`src/rtl/mem_access_stage.sv`:
```
// mem_access_stage: MEM side of the EX/MEM pipeline register.
// Converts a latched load/store into a req/ack data-memory transaction,
// stalls upstream while it is outstanding, and registers the MEM/WB slot.
// Optional feature macro: MEM_TIMEOUT_EN (abort an access after TIMEOUT cycles).
module mem_access_stage #(
  parameter int N       = 32,
  parameter int TIMEOUT = 16
) (
  input  logic         i_clock,
  input  logic         i_reset,        // asynchronous, active-low
  input  logic         i_valid_mem,
  input  logic         i_wr_en_mem,
  input  logic         i_wd_sel_mem,
  input  logic         i_wm_en_mem,
  input  logic [4:0]   i_rw_mem,
  input  logic [N-1:0] i_alu_result_mem,
  input  logic [N-1:0] i_rdb_mem,
  output logic         o_stall,
  output logic         o_dmem_req,
  output logic         o_dmem_we,
  output logic [N-1:0] o_dmem_addr,
  output logic [N-1:0] o_dmem_wdata,
  input  logic [N-1:0] i_dmem_rdata,
  input  logic         i_dmem_ack,
  output logic         o_valid_wb,
  output logic         o_wr_en_wb,
  output logic [4:0]   o_rw_wb,
  output logic [N-1:0] o_result_wb,
  output logic         o_timeout_err
);

  typedef enum logic {S_IDLE, S_ACCESS} state_t;

  state_t       r_state;
  logic         r_dmem_req;
  logic         r_dmem_we;
  logic [N-1:0] r_addr;
  logic [N-1:0] r_wdata;
  logic [4:0]   r_rw;
  logic         r_wr_en;
  logic         r_wd_sel;
  logic         r_wm_en;
  logic         r_valid_wb;
  logic         r_wr_en_wb;
  logic [4:0]   r_rw_wb;
  logic [N-1:0] r_result_wb;
  logic         r_timeout_err;

  logic         w_mem_op;
  logic         w_is_load;
  logic         w_to;
  logic         w_stall;

  // A slot with both wd_sel and wm_en set is a store.
  assign w_mem_op  = i_valid_mem & (i_wd_sel_mem | i_wm_en_mem);
  assign w_is_load = r_wd_sel & ~r_wm_en;

`ifdef MEM_TIMEOUT_EN
  localparam int CW = (TIMEOUT > 1) ? $clog2(TIMEOUT) : 1;
  logic [CW-1:0] r_cnt;

  // Last counted ACCESS cycle without ack; an ack on this cycle wins.
  assign w_to = (r_state == S_ACCESS) & ~i_dmem_ack & (r_cnt == CW'(TIMEOUT - 1));

  // Cycle counter: cleared in IDLE so it starts at 0 on ACCESS entry.
  always_ff @(posedge i_clock or negedge i_reset) begin
    if (!i_reset)                 r_cnt <= '0;
    else if (r_state == S_IDLE)   r_cnt <= '0;
    else if (!i_dmem_ack && !w_to) r_cnt <= r_cnt + 1'b1;
  end

  assign o_timeout_err = r_timeout_err;
`else
  assign w_to          = 1'b0;
  assign o_timeout_err = 1'b0;
`endif

  // Upstream hold: issuing cycle of a mem op, then every ACCESS cycle that
  // neither completes nor aborts. Forced low while in reset.
  always_comb begin
    w_stall = 1'b0;
    if (i_reset) begin
      case (r_state)
        S_IDLE:   w_stall = w_mem_op;
        S_ACCESS: w_stall = ~i_dmem_ack & ~w_to;
        default:  w_stall = 1'b0;
      endcase
    end
  end

  assign o_stall = w_stall;

  // Access FSM with registered memory-side and MEM/WB outputs.
  always_ff @(posedge i_clock or negedge i_reset) begin
    if (!i_reset) begin
      r_state       <= S_IDLE;
      r_dmem_req    <= 1'b0;
      r_dmem_we     <= 1'b0;
      r_addr        <= '0;
      r_wdata       <= '0;
      r_rw          <= '0;
      r_wr_en       <= 1'b0;
      r_wd_sel      <= 1'b0;
      r_wm_en       <= 1'b0;
      r_valid_wb    <= 1'b0;
      r_wr_en_wb    <= 1'b0;
      r_rw_wb       <= '0;
      r_result_wb   <= '0;
      r_timeout_err <= 1'b0;
    end else begin
      r_valid_wb <= 1'b0;
      case (r_state)
        S_IDLE: begin
          if (w_mem_op) begin
            r_rw       <= i_rw_mem;
            r_wr_en    <= i_wr_en_mem;
            r_wd_sel   <= i_wd_sel_mem;
            r_wm_en    <= i_wm_en_mem;
            r_addr     <= i_alu_result_mem;
            r_wdata    <= i_rdb_mem;
            r_dmem_req <= 1'b1;
            r_dmem_we  <= i_wm_en_mem;
            r_state    <= S_ACCESS;
          end else if (i_valid_mem) begin
            r_valid_wb  <= 1'b1;
            r_wr_en_wb  <= i_wr_en_mem;
            r_rw_wb     <= i_rw_mem;
            r_result_wb <= i_alu_result_mem;
          end
        end
        S_ACCESS: begin
          if (i_dmem_ack) begin
            r_dmem_req  <= 1'b0;
            r_valid_wb  <= 1'b1;
            r_wr_en_wb  <= r_wr_en;
            r_rw_wb     <= r_rw;
            r_result_wb <= w_is_load ? i_dmem_rdata : r_addr;
            r_state     <= S_IDLE;
          end else if (w_to) begin
            // Squashed retire: pipeline resumes, no register write.
            r_dmem_req    <= 1'b0;
            r_valid_wb    <= 1'b1;
            r_wr_en_wb    <= 1'b0;
            r_rw_wb       <= r_rw;
            r_result_wb   <= r_addr;
            r_timeout_err <= 1'b1;
            r_state       <= S_IDLE;
          end
        end
        default: r_state <= S_IDLE;
      endcase
    end
  end

  assign o_dmem_req   = r_dmem_req;
  assign o_dmem_we    = r_dmem_we;
  assign o_dmem_addr  = r_addr;
  assign o_dmem_wdata = r_wdata;
  assign o_valid_wb   = r_valid_wb;
  assign o_wr_en_wb   = r_wr_en_wb;
  assign o_rw_wb      = r_rw_wb;
  assign o_result_wb  = r_result_wb;

endmodule

```
`config.mk`:
```
export PLATFORM = sky130hd
export DESIGN_NAME = mem_access_stage
export DESIGN_NICKNAME = d
export VERILOG_FILES = /design/src/rtl/mem_access_stage.sv
export SDC_FILE = /design/constraint.sdc
export NUM_CORES = 1
export LEC_CHECK = 0
export CAP_MARGIN = 10
export CORE_MARGIN = 1
export CORE_UTILIZATION = 40
export CTS_CLUSTER_SIZE = 40
export DETAILED_ROUTE_END_ITERATION = 8
export HOLD_SLACK_MARGIN = 0.05
export PLACE_DENSITY = 0.76
export SLEW_MARGIN = 20
export SYNTH_ARGS = -nofsm -noshare
export SYNTH_HDL_FRONTEND = slang
export SYNTH_SLANG_ARGS = --single-unit
```
`constraint.sdc`:
```
create_clock -name i_clock -period 2.2 [get_ports i_clock]
set_clock_uncertainty 0.1 [all_clocks]
set_input_delay 0.44 -clock i_clock [delete_from_list [all_inputs] [get_ports i_clock]]
set_output_delay 0.44 -clock i_clock [all_outputs]
set_load 0.03 [all_outputs]
```
==> results of run 1 <==
## final cells by class
cell class | instances | area [sq um] | share of cell area
Clock inverter | 12 | 133.9 | 0.01667
Multi-Input combinational cell | 263 | 2079 | 0.2589
Clock buffer | 20 | 456.7 | 0.05686
Timing Repair Buffer | 233 | 2315 | 0.2882
Sequential cell | 113 | 2829 | 0.3522
Tap cell | 168 | 210.2 | 0.02617
Inverter | 2 | 7.507 | 0.0009347
## kinds of logic after synthesis
group	synth area share
multiplexers	0.1672
AND/OR/NAND/NOR	0.1275
flip-flops	0.5572
AO/OA/AOI/OAI	0.1114
buffers and inverters	0.03600
other	0.0007389
## worst paths after layout
kind	endpoint	start	cells past startpoint
worst max-delay path	o_stall	i_valid_mem	5
worst min-delay path	o_result_wb[25]$_DFFE_PN0P_	o_result_wb[25]$_DFFE_PN0P_	2
worst max register to register	o_result_wb[11]$_DFFE_PN0P_	r_state$_DFF_PN0_	3
worst min register to register	o_result_wb[25]$_DFFE_PN0P_	o_result_wb[25]$_DFFE_PN0P_	2
max in group asynchronous	o_dmem_wdata[18]$_DFFE_PN0P_	i_reset	3
min in group asynchronous	o_dmem_addr[7]$_DFFE_PN0P_	i_reset	3
## stage by stage
step                      hold WS [ns]    util
after floorplan                0.04441       -
after global placement          0.3632  0.6075
after detailed placement        0.3891  0.6075
after CTS                       0.4008  0.6569
after global routing            0.4142  0.6577
final                           0.4013  0.6577
## state kept, by name (all words and copies together), names as in the netlist
name          flops
o_valid_wb        1
o_dmem_addr      32
r_state           1
r_wm_en           1
r_wr_en           1
r_wd_sel          1
o_dmem_req        1
o_dmem_wdata     32
r_rw              5
o_result_wb      32
o_rw_wb           5
o_wr_en_wb        1
## routing by layer
layer	up-vias	global-route usage	wire length, um
met1	2113	0.2700	5867
li1	1969	-	-
met5	-	0	0
met4	0	0.09784	366
met3	25	0.08047	1154
met2	187	0.4238	7489
## cell usage after synthesis
cell type    n
or4b_4       1
conb_1       1
a22o_1       2
buf_2       11
nand2_1      3
o31ai_2      3
a211oi_1    32
o21ai_0      6
a21o_1       1
nand2b_1     1
clkbuf_1    20
o21a_1       2
nor2_1      33
mux2i_1      6
dfrtp_1    113
or2_2        1
buf_1        4
nor2b_1      1
o31ai_1     29
nand3_1     38
buf_6        2
buf_4        1
inv_1        2
and2_4       1
and3b_1     32
mux2_2      70
## what timing repair did
item	CTS	global route
resized for setup	1	1
pin swaps	0	2
hold endpoints to repair	5	0
endpoints found under the setup margin	1	1
buffers inserted	0	1
hold buffers	1	0
## placed cells by master (no fill, tap or decap), drive strengths merged, types with 3 or more instances in the layout
cell type	count
nor2	33
inv	3
nand2	3
nand3	38
clkdlybuf4s50	210
mux2i	6
o31ai	32
clkbuf	20
clkinvlp	5
o21ai	6
dfrtp	113
mux2	70
and3b	32
a211oi	32
buf	22
clkinv	4
## report_power, final
part	total [mW]	switching, mW	internal [mW]	leakage (nW)
Clock	2.68	0.958	1.72	0.275
Sequential	3.01	0.358	2.65	1.34
Combinational	3.73	2.05	1.68	1.80
Total	9.42	3.37	6.05	3.42
## worst max-delay path: cells and delay by family
family          cells  cell delay, ns
buf+inv             2            0.61
compound gates      2            0.39
simple gates        1            0.18
==> metrics.md, run 1 <==
| Metric | Value |
|---|---|
| Largest stage delay, worst path | 0.48 ns |
| Clk pin slew, worst setup/hold paths | around 0.050 ns |
| Residual DRC | 0 |
| Min Clock Period, post-route | between 2 and 2.5 ns |
| Synth top area cells | dfrtp_1 56%, mux2_2 16%, and3b_1 5.5%, a211oi_1 4.7%, o31ai_1 4.3% |
| Final period util | 0.9787 |
| Cts bufs inserted | 17 |
| P&R area growth vs syn | 58.26% |
| Core area | ~12000 sq um |
| RSZ-0062 raised after global routing | false |
| Number of synthesis warnings | 0 |
| CP Capture Type | output pin |
| IO Pins | approximately 220 |
| Initial Util | 0.4156 |
| Gate Count Post-Synth | around 420 |
| Fillers | approximately 950 |
| Post-DP Area | about 7400 sq um |
| # rows | 40 |
| DR vias/cell | roughly 5.3 |
| Overflow left after global routing | 0 |
| Status | completed |
| TNS Setup | 0 ns |
| IO buf count | roughly 210 |
| Total routing usage reported by global routing | 0.2417 |
| CP max FO | 6 |
| Post-synth top area cell | dfrtp_1 |
| Max_cap viols | 0 |
| Vias in the first global route | between 4000 and 5000 |
| Worst-path cell chain | clkdlybuf4s50_1 > nor2b_2 > o21a_4 > o21a_1 > buf_12 |
| CTS H-Tree Depth | 4 |
| Synth Register Bits | between 100 and 150 |
| Clk Latency, worst-skew pair | 0.41 ns |
| Max frequency | 464.5 MHz |
| Proportion of layout cells with a drive suffix above 1 | 0.2084 |
| Cell Count, Final, Fillers Out | 811 |
| Final setup vio count | 0 |
| Ant diodes | 0 |
| R2r setup slk | between 0.3 and 0.4 ns |
| Initial antenna violation count | 0 |
| Crit path DAT | about 1.6 ns |
| Initial DRC count | between 300 and 400 |
| Hold Vio Cnt, Final | 0 |
| Final instance area | 8031 sq um |
| Synth cell types | 26 |
| Clk sinks | 113 |
| Avg Inst Size Synth | between 10 and 15 sq um |
| Final Total Pwr | between 9 and 10 mW |
| Seq/Total Area, Yosys | 0.5572 |
| Synth Net Count | roughly 520 |
| First-pass GRT wire length | between 20000 and 25000 um |
| Setup crit start kind | input port |
| Total vias in the final route | approximately 4300 |
| Mapped cell area | 5075 sq um |
| Pre-antenna DRT Iters | 5 |
| Pwr/cell area | 1173 nW/um^2 |
| Pre-CTS setup slack | -0.07247 ns |
| Layout net count | around 740 |
| Final WS setup | 0.04692 ns |
| Placed instance count | slightly below 800 |
| Root Buffer | clkbuf_16 |
| Post-detailed-route count of antenna-violating nets | 0 |
| CP Class | in -> out |
| Tightest Hold Check Type | reg -> reg |
| Die width | between 100 and 150 um |
| CTS tree | done |
| Drt wl/cell | around 18 um |
| Routed wire length | 14880 um |
| Max_slew headroom | 0.5800 |
| Post-synth top area share | 0.5572 |
| Worst slew pin tran | between 0.6 and 0.7 ns |
| Longest Clk Path Bufs | 2 |
| Total Die Area | about 13000 sq um |
| P_leak | ~3.4 nW |
| Peak VDD IR | 608.4 uV |
| Fin. max-slew vios | 0 |
| Slowest stage cell, crit path | clkdlybuf4s50_1 |
| DP Wirelength | about 10000 um |
| RD Place Congestion | 0.7542 |
| Largest net degree at the start of global routing | approximately 110 |
| Critical Path RT | ~1.7 ns |
| DIE HEIGHT | 114.6 um |
No activity file was read; power rests on OpenSTA's default activity.
==> run 2: changes to the inputs <==
--- a/config.mk
+++ b/config.mk
@@ -10,6 +10,7 @@
 export CORE_UTILIZATION = 40
 export CTS_CLUSTER_SIZE = 40
 export DETAILED_ROUTE_END_ITERATION = 8
+export GPL_TIMING_DRIVEN = 1
 export HOLD_SLACK_MARGIN = 0.05
 export PLACE_DENSITY = 0.76
 export SLEW_MARGIN = 20
==> results of run 2 <==
No change in the layout: final DEF, timing and power equal those of run 1.
